## config.mk

```make
export PLATFORM = sky130hd
export DESIGN_NAME = tx_rc_shaper
export DESIGN_NICKNAME = d
export VERILOG_FILES = /design/src/rtl/tx_shaper_pkg.sv /design/src/rtl/tx_rc_branch.sv /design/src/rtl/tx_rc_shaper.sv
export SDC_FILE = /design/constraint.sdc
export NUM_CORES = 1
export LEC_CHECK = 0
export ABC_AREA = 1
export CORE_AREA = 8 8 146 107
export CTS_CLUSTER_DIAMETER = 40
export DETAILED_ROUTE_END_ITERATION = 7
export DIE_AREA = 0 0 154 115
export PLACE_DENSITY = 0.88
export SLEW_MARGIN = 20
export SYNTH_ARGS = -nofsm -noshare
export SYNTH_HDL_FRONTEND = slang
export SYNTH_HIERARCHICAL = 1
export SYNTH_SLANG_ARGS = --single-unit
```

## constraint.sdc

```tcl
create_clock -name clock -period 18.2 [get_ports clock]
set_input_delay 1.82 -clock clock [delete_from_list [all_inputs] [get_ports clock]]
set_output_delay 1.82 -clock clock [all_outputs]
set_load 0.02 [all_outputs]
```

## src/rtl/tx_shaper_pkg.sv

```systemverilog
`default_nettype none
// ============================================================================
//  Module      : tx_shaper_pkg
//  Description : Shared constants, types, the raised-cosine coefficient ROM
//                (rolloff 0.5, 4x oversampled, 6-symbol span) and the
//                bit-to-sign helper for the TX pulse-shaping filter.
//  Revision    : 1.0 - initial release
// ============================================================================
package tx_shaper_pkg;

    localparam int OS     = 4;                  // samples per symbol
    localparam int NBAUDS = 6;                  // filter span in symbols
    localparam int COEF_W = 8;                  // S(8,7)
    localparam int OUT_W  = 11;                 // S(11,7)
    localparam int TAPS   = OS * NBAUDS;
    localparam int TAP_W  = $clog2(TAPS);
    localparam int PH_W   = $clog2(OS);

    typedef logic signed [COEF_W-1:0] coef_t;
    typedef logic signed [OUT_W-1:0]  sample_t;

    // h[k] = round(127 * rc((k-12)/4)); zeros land on the symbol-spaced
    // Nyquist crossings, and the table is symmetric about the centre tap.
    localparam coef_t COEF [TAPS] = '{
        8'sd0,    8'sd1,    8'sd2,    8'sd3,
        8'sd0,   -8'sd7,   -8'sd15,  -8'sd16,
        8'sd0,    8'sd33,   8'sd76,   8'sd113,
        8'sd127,  8'sd113,  8'sd76,   8'sd33,
        8'sd0,   -8'sd16,  -8'sd15,  -8'sd7,
        8'sd0,    8'sd3,    8'sd2,    8'sd1
    };

    // Maps a PRBS bit onto a signed tap contribution: bit 0 -> +h, bit 1 -> -h.
    function automatic sample_t bit_to_sign(input logic b, input coef_t h);
        sample_t ext;
        ext = sample_t'(h);
        return b ? -ext : ext;
    endfunction

endpackage : tx_shaper_pkg
`default_nettype wire

```

## src/rtl/tx_rc_branch.sv

```systemverilog
`default_nettype none
// ============================================================================
//  Module      : tx_rc_branch
//  Description : One branch (I or Q) of the polyphase shaper: the symbol
//                shift register plus the polyphase sum for the current phase.
//  Ports       : clock, reset   - clock / async active-high reset
//                enable         - clock enable, state holds when low
//                shift          - accept new_bit into the shift register
//                new_bit        - incoming PRBS bit
//                phase          - polyphase index used this cycle
//                occ            - updated occupancy mask (this cycle's view)
//                sample         - registered shaped output sample
//  Revision    : 1.0 - initial release
// ============================================================================
module tx_rc_branch
    import tx_shaper_pkg::*;
(
    input  logic              clock,
    input  logic              reset,
    input  logic              enable,
    input  logic              shift,
    input  logic              new_bit,
    input  logic [PH_W-1:0]   phase,
    input  logic [NBAUDS-1:0] occ,
    output sample_t           sample
);

    logic [NBAUDS-1:0] sym;
    logic [NBAUDS-1:0] sym_next;
    logic [TAP_W-1:0]  tap_idx;
    sample_t           acc;

    // The sum uses the post-shift window so a new symbol is already at j = 0.
    assign sym_next = shift ? {sym[NBAUDS-2:0], new_bit} : sym;

    always_comb begin
        acc     = '0;
        tap_idx = '0;
        for (int j = 0; j < NBAUDS; j++) begin
            tap_idx = TAP_W'(OS * j) + TAP_W'(phase);
            if (occ[j]) begin
                acc = acc + bit_to_sign(sym_next[j], COEF[tap_idx]);
            end
        end
    end

    always_ff @(posedge clock or posedge reset) begin
        if (reset) begin
            sym    <= '0;
            sample <= '0;
        end else if (enable) begin
            sym    <= sym_next;
            sample <= acc;
        end
    end

endmodule : tx_rc_branch
`default_nettype wire

```

## src/rtl/tx_rc_shaper.sv

```systemverilog
`default_nettype none
// ============================================================================
//  Module      : tx_rc_shaper
//  Description : Polyphase raised-cosine pulse shaper for the TX I/Q chain.
//                One bit per branch per symbol strobe in, OS shaped signed
//                samples per symbol out. Phase counter, occupancy mask and
//                coefficient ROM are shared by both branches.
//  Ports       : clock, i_reset     - clock / async active-high reset
//                i_enable           - clock enable, all state holds when low
//                i_valid            - symbol strobe
//                i_bit_I, i_bit_Q   - PRBS bits per branch
//                o_I, o_Q           - shaped samples, signed S(11,7)
//                o_valid            - new sample present this cycle
//                o_phase            - polyphase index of the current sample
//  Revision    : 1.0 - initial release
// ============================================================================
module tx_rc_shaper
    import tx_shaper_pkg::*;
(
    input  logic                    clock,
    input  logic                    i_reset,
    input  logic                    i_enable,
    input  logic                    i_valid,
    input  logic                    i_bit_I,
    input  logic                    i_bit_Q,
    output logic signed [OUT_W-1:0] o_I,
    output logic signed [OUT_W-1:0] o_Q,
    output logic                    o_valid,
    output logic [PH_W-1:0]         o_phase
);

    logic              accept;
    logic [PH_W-1:0]   phase;
    logic [PH_W-1:0]   phase_inc;
    logic [PH_W-1:0]   phase_eff;
    logic [NBAUDS-1:0] occ;
    logic [NBAUDS-1:0] occ_next;

    assign accept    = i_enable & i_valid;
    // Free-running wrap when strobes are late; a strobe always resyncs to 0.
    assign phase_inc = (phase == PH_W'(OS - 1)) ? '0 : phase + PH_W'(1);
    assign phase_eff = i_valid ? '0 : phase_inc;
    // Shifting a 1 in from the bottom saturates the mask after NBAUDS symbols.
    assign occ_next  = accept ? {occ[NBAUDS-2:0], 1'b1} : occ;

    // The phase register is the phase of the sample currently on o_I/o_Q.
    always_ff @(posedge clock or posedge i_reset) begin
        if (i_reset) begin
            phase   <= '0;
            occ     <= '0;
            o_valid <= 1'b0;
        end else if (i_enable) begin
            phase   <= phase_eff;
            occ     <= occ_next;
            o_valid <= occ_next[0];
        end else begin
            o_valid <= 1'b0;
        end
    end

    assign o_phase = phase;

    tx_rc_branch u_branch_i (
        .clock   (clock),
        .reset   (i_reset),
        .enable  (i_enable),
        .shift   (accept),
        .new_bit (i_bit_I),
        .phase   (phase_eff),
        .occ     (occ_next),
        .sample  (o_I)
    );

    tx_rc_branch u_branch_q (
        .clock   (clock),
        .reset   (i_reset),
        .enable  (i_enable),
        .shift   (accept),
        .new_bit (i_bit_Q),
        .phase   (phase_eff),
        .occ     (occ_next),
        .sample  (o_Q)
    );

endmodule : tx_rc_shaper
`default_nettype wire
```

# Word level (Yosys, flattened, before mapping)
# Memories as Yosys holds them, arrays and structs flattened.
# Index checks and enable logic that the tools add are counted.
# word_totals
register_bits,43
rom_bits,1536
input_bits,6
out_inout_bits,25
elab_cells,91
memories,6
# memory_table
name,depth,width,rd,rd_ports_with_merged_regs,wr,line_no,rtl
(name not given),32,8,1,0,0,tx_rc_branch.sv:42,"acc = acc + bit_to_sign(sym_next[j], COEF[tap_idx]);"
(name not given),32,8,1,0,0,tx_rc_branch.sv:42,
(name not given),32,8,1,0,0,tx_rc_branch.sv:42,
(name not given),32,8,1,0,0,tx_rc_branch.sv:42,
(name not given),32,8,1,0,0,tx_rc_branch.sv:42,
(name not given),32,8,1,0,0,tx_rc_branch.sv:42,
# op_classes
addsub,22
magnitude_cmp,6
n_eq_ne,1
n_mux,42
bitwise_logic,7
# op_table
operator,n
$mux 11,24
$add 11x11->11,10
$mux 8,12
$neg 8->11,6
$ge 6x6->1 const B,6
$not 5->6,5
$mux 6,3
$add 4x2->5 const A,2
$add 5x2->5 const A,2
$not 2->6,1
$add 3x2->4 const A,1
$mux 2,2
$add 2x1->2 const B,1
$eq 2x2->1 const B,1
$and 1x1->1,1
$mux 1,1

# Depth between registers and ports, before layout
# logic_depth
word_depth,20
ltp_mapped,60
ltp_nobuf,60

# Cells and area by module
# The synthesis kept the hierarchy.
# by_module_without_submodules
mod,instances,cells_each,area_each_um2,seq_area_each_um2
tx_rc_branch (u_branch_q),1,638,4036.4,425.4
tx_rc_branch (u_branch_i),1,642,4020.1,425.4
tx_rc_shaper,1,48,409.1,225.2

# Least setup slack after synthesis
# No wires, ideal clock.
# synth_timing
kind,input to register
from,input port i_valid
to,register u_branch_i.sample[10]
setup_ps,117
t_arrival_ps,9887
required_time_ps,18083
slack_ps,8196
stages,57
path_buffers,0
path_cell_list,nor3_1 -> inv_1 -> ha_1 -> inv_1 -> nand3_1 -> nand3_1 -> inv_1 -> ha_1 -> a21o_1 -> xor2_1 -> o21ai_0 -> ha_1 -> nand2_1 -> nor2_1 -> a211oi_1 -> xor2_1 -> o21ai_0 -> ha_1 -> [21 not listed] -> nand2_1 -> inv_1 -> ha_1 -> nand2_1 -> nor3_1 -> nand3_1 -> o2111ai_1 -> or2_2 -> nand3_1 -> xnor2_1 -> xor2_1 -> inv_1 -> nand4_1 -> nand2_1 -> inv_1 -> nand4_1 -> nand3_1 -> nand2_1
# synth_via
elab_chain_len,18
word_cells_on_any_way,56
cone_classes,16 x add/sub; 27 x mux; 7 x bitwise; 6 x memory
# synth_rtl
element,line_no,rtl
from (decl),tx_rc_shaper.sv:23,"input logic i_valid,"
$mux 2,tx_rc_shaper.sv:42,assign phase_eff = i_valid ? '0 : phase_inc;
$add 3x2->4 or $not 2->6 (tied branches),"tx_rc_branch.sv:40, tx_rc_branch.sv:42",
$not 5->6 (not written as such) or $mem_v2 32x8 (tied branches),n/a,
$mem_v2 32x8 or $mux 8 (tied branches),n/a,
$mux 8 (not written as such),tx_rc_branch.sv:42,
$mux 8 (not written as such) or $neg 8->11 (tied branches),"tx_rc_branch.sv:42, tx_shaper_pkg.sv:37",
$neg 8->11 or $mux 11 (tied branches),tx_shaper_pkg.sv:37,return b ? -ext : ext;
$mux 11 (on tied branches),"tx_shaper_pkg.sv:37, tx_rc_branch.sv:41",
[2 not listed],n/a,
$add 11x11->11,tx_rc_branch.sv:42,
$mux 11,tx_rc_branch.sv:41,if (occ[j]) begin
$add 11x11->11,tx_rc_branch.sv:42,
$mux 11,tx_rc_branch.sv:41,
$add 11x11->11,tx_rc_branch.sv:42,
$mux 11,tx_rc_branch.sv:41,
$add 11x11->11,tx_rc_branch.sv:42,
$mux 11 *,tx_rc_branch.sv:41,
to (signal assigned),tx_rc_branch.sv:50,sample <= '0;
to (signal assigned),tx_rc_branch.sv:53,sample <= acc;
to (decl),tx_rc_branch.sv:25,output sample_t sample
# Mark *: on every way between the ends. The rest lies on a longest branch, timed or not. The select of a mux whose other input is x is not followed.
# A chain may end at the register's enable or synchronous reset.

# Final worst setup path
# layout_timing
from,input port i_valid
to,register u_branch_i.sample[10]
# layout_via
elab_chain_len,18
word_cells_on_any_way,56
cone_classes,16 x add/sub; 27 x mux; 7 x bitwise; 6 x memory
# layout_rtl
element,line_no,rtl
$mux 2 *,tx_rc_shaper.sv:42,
named net phase_eff[0],tx_rc_shaper.sv:35,logic [PH_W-1:0] phase_eff;
$add 3x2->4 or $not 2->6 (tied branches),"tx_rc_branch.sv:40, tx_rc_branch.sv:42",
$not 5->6 (not written as such) or $mem_v2 32x8 (tied branches),n/a,
$mem_v2 32x8 or $mux 8 (tied branches),n/a,
$mux 8 (not written as such),tx_rc_branch.sv:42,
$mux 8 (not written as such) or $neg 8->11 (tied branches),"tx_rc_branch.sv:42, tx_shaper_pkg.sv:37",
$neg 8->11 or $mux 11 (tied branches),tx_shaper_pkg.sv:37,
[3 not listed],n/a,
$add 11x11->11,tx_rc_branch.sv:42,
$mux 11,tx_rc_branch.sv:41,
$add 11x11->11,tx_rc_branch.sv:42,
$mux 11,tx_rc_branch.sv:41,
$add 11x11->11,tx_rc_branch.sv:42,
$mux 11,tx_rc_branch.sv:41,
$add 11x11->11,tx_rc_branch.sv:42,
$mux 11 *,tx_rc_branch.sv:41,
# Mark *: on every way through the listed nets, which the timed path passes. The rest lies on a longest branch. The select of a mux whose other input is x is not followed.

==> results.py <==
metrics = {
    "outcome": {
        "status": "complete, no violations",
    },
    "cts": {
        "cts_made_buffers": 5,
        "cts.reportedPaths.clkPinSlew_ns": 0.06,
        "htree_levels": 2,
        "cts_resized": 0,
        "clockRootBuffer": "clkbuf_16",
        "post-cts-setup-buffers": 0,
        "cts_buffer_depth": 2,
        "cts.hold.buffers_added": 0,
        "tritoncts": "built",
        "clk-insertion-delay-late_ns": 0.29,
        "clock_sinks": 43,
    },
    "final_layout": {
        "final_nets": 1474,
        "fin_cells": 1517,
        "final_cell_area_um2": 9061,
        "diodes": 0,
        "post-route-util": 0.6728,
        "area_growth_syn_to_layout_pct": 7.035,
        "drive_gt1_frac": 0.08915,
    },
    "die": {
        "die_w_um": 154,
        "die-height_um": 115,
        "core-area_um2": 13470,
        "die-area_um2": 17710,
        "fp-row-count": 36,
        "io_pins": 31,
        "start_util": 0.6286,
    },
    "detailed_routing": {
        "wl_per_cell_um": 14.48,
        "vias": 8689,
        "drcViolationCount": 0,
        "wl_mm": 21.97,
        "viasPerCell": 5.728,
        "ant_nets": 0,
        "drtPass1Iterations": 6,
        "first_iter_violations": 986,
    },
    "worst_setup_path": {
        "critPathBufInv": 11,
        "crit_slowest_cell": "clkdlybuf4s50_1",
        "critPathCaptureType": "register",
        "max_stage_delay_ns": 0.54,
        "cp_top_family": "simple AND/OR/NAND/NOR gates",
        "critPathMostFrequentCell": "inv_1",
        "crit_arrival_ns": 11.10,
        "required_ns": 18.37,
        "startpoint_type": "input port",
        "path_max_fanout": 15,
        "crit_type": "in -> reg",
    },
    "grt": {
        "busiest_layer": "met2",
        "gr-usage-met1": 0.3621,
        "grt_pass1_vias": 7987,
        "antenna_found_initial": 0,
        "grt_pass1_wl_mm": 36.92,
        "grt_max_degree": 39,
        "use_met2": 0.3704,
        "globalRoute.totalOverflow": 0,
        "use_met3": 0.03793,
        "grt_usage": 0.2445,
    },
    "placement": {
        "post-place-cells": 1509,
        "hpwl_mm": 17.37,
        "place_congestion": 0.9503,
        "placed_area_um2": 8884,
        "io_buffers": 30,
        "pre_cts_slack_ns": 7.283,
    },
    "timing": {
        "slew_headroom": 0.4062,
        "finalSetupViolations": 0,
        "rsz0062_at_grt": "false",
        "maxSlewViolCount": 0,
        "fin_skew_ns": 0.01169,
        "worst_slack_ns": 7.274,
        "final_hold_viol_count": 0,
        "fin_crit_sh": 0.6003,
        "final.min_clock_period_ns": 10.93,
        "setup_tns_ns": 0,
        "worst_pin_slew_ns": 0.8885,
        "max_freq_mhz": 91.53,
    },
    "hold_path": {
        "hold_class": "reg -> reg",
    },
    "synthesis": {
        "ys_warn_count": 6,
        "synth.distinct_cells": 53,
        "post-synth-top-count-cell": "nand2_1",
        "synth.area.top_cells": "ha_1 17%, nand2_1 14%, dfrtp_1 13%",
        "synth_seq_cells": 43,
        "netlist_area_um2": 8466,
        "netlist.area_leader.share": 0.1700,
        "synth_top_cell_by_area": "ha_1",
        "syn_nets": 1457,
        "synth_edf_count": 0,
        "seq_area_frac_synth": 0.1271,
        "avgSynthCellArea_um2": 6.375,
        "synthCells": 1328,
        "synth_commonest_cells": "305 x nand2_1, 184 x inv_1, 115 x ha_1",
        "synth_async_sr_flop_share": 1.000,
        "synth_flop_cell": "dfrtp_1",
    },
    "power_and_ir_drop": {
        "power_leakage_nw": 4.908,
        "power_density_nw_per_um2": 165.0,
        "vdd_drop_max_mv": 0.1097,
    },
    "job": {
        "max-cap-violations": 0,
    },
}
[cell usage in the layout, fill, tap and decap left out, types with 12 or more instances in the layout]
cell	n
xnor2_1	12
inv_2	18
xor2_1	41
a21oi_1	88
nand2_1	305
nand2_2	27
nand3_1	76
o21ai_1	16
clkdlybuf4s50_1	30
ha_1	115
o21ai_0	103
nor3_1	14
dfrtp_1	43
nand3_2	21
nor2_1	98
inv_1	184
[state kept, by name, indices dropped and copies added, names as in the netlist]
register,count
u_branch_i/sample,11
u_branch_i/sym,6
o_valid,1
u_branch_q/sample,11
o_phase,2
u_branch_q/sym,6
occ,6
[path summary, 6_finish.rpt]
path,end,slack (ns),start,depth (start not counted)
max in group asynchronous,u_branch_i/sample[0]$_DFFE_PP0P_,15.70,i_reset,2
min in group asynchronous,occ[0]$_DFFE_PP0P_,1.86,i_reset,2
worst max-delay path,u_branch_i/sample[10]$_DFFE_PP0P_,7.27,i_valid,54
worst max register to register,u_branch_i/sample[10]$_DFFE_PP0P_,8.73,o_phase[0]$_DFFE_PP0P_,55
worst min-delay path,u_branch_i/sample[6]$_DFFE_PP0P_,0.48,u_branch_i/sample[6]$_DFFE_PP0P_,2
worst min register to register,u_branch_i/sample[6]$_DFFE_PP0P_,0.48,u_branch_i/sample[6]$_DFFE_PP0P_,2
[cell type report]
| cell class | count | area (um2) |
|---|---|---|
| Timing Repair Buffer | 35 | 337.8 |
| Multi-Input combinational cell | 1050 | 6457 |
| Clock buffer | 6 | 138.9 |
| Tap cell | 171 | 214.0 |
| Inverter | 210 | 798.3 |
| Clock inverter | 2 | 38.79 |
| Sequential cell | 43 | 1076 |
| Fill cell | 1128 | 4407 |
[routing by layer]
layer,wire length (um),vias up
li1,-,4405
met2,8835,366
met5,0,-
met1,11040,3902
met3,1935,16
met4,159,0
[stage by stage]
stage                     hold slack [ns]  power (mW)
final                              0.4823       1.495
after global routing               0.5025       1.662
after CTS                          0.4858       1.472
after detailed placement           0.4641       1.352
after global placement             0.4560       1.323
after floorplan                    0.4434       1.092
[logic make-up after synthesis]
| family | after synthesis | share of synthesized area |
|---|---|---|
| and+or+nand+nor | 591 | 0.3256 |
| muxes | 2 | 0.002660 |
| buffers and inverters | 235 | 0.1107 |
| DFF | 43 | 0.1271 |
| AOI/OAI and AO/OA | 281 | 0.1902 |
| xor gates and xnor gates | 53 | 0.05483 |
| adders and majority gates | 123 | 0.1889 |
[power breakdown]
| part | switching, mW | internal (mW) |
|---|---|---|
| Combinational | 0.780 | 0.462 |
| Clock | 0.0395 | 0.0690 |
| Sequential | 0.0178 | 0.126 |
[worst register-to-register path: cells and delay by family, from the launching register on]
| family | cells | cell delay (ns) |
|---|---|---|
| xor gates and xnor gates | 6 | 1.01 |
| DFF | 1 | 0.43 |
| and+or+nand+nor | 21 | 2.34 |
| adders and majority gates | 7 | 2.27 |
| AOI/OAI and AO/OA | 10 | 2.09 |
| buffers and inverters | 11 | 1.25 |
(Power assumes the default switching activity.)
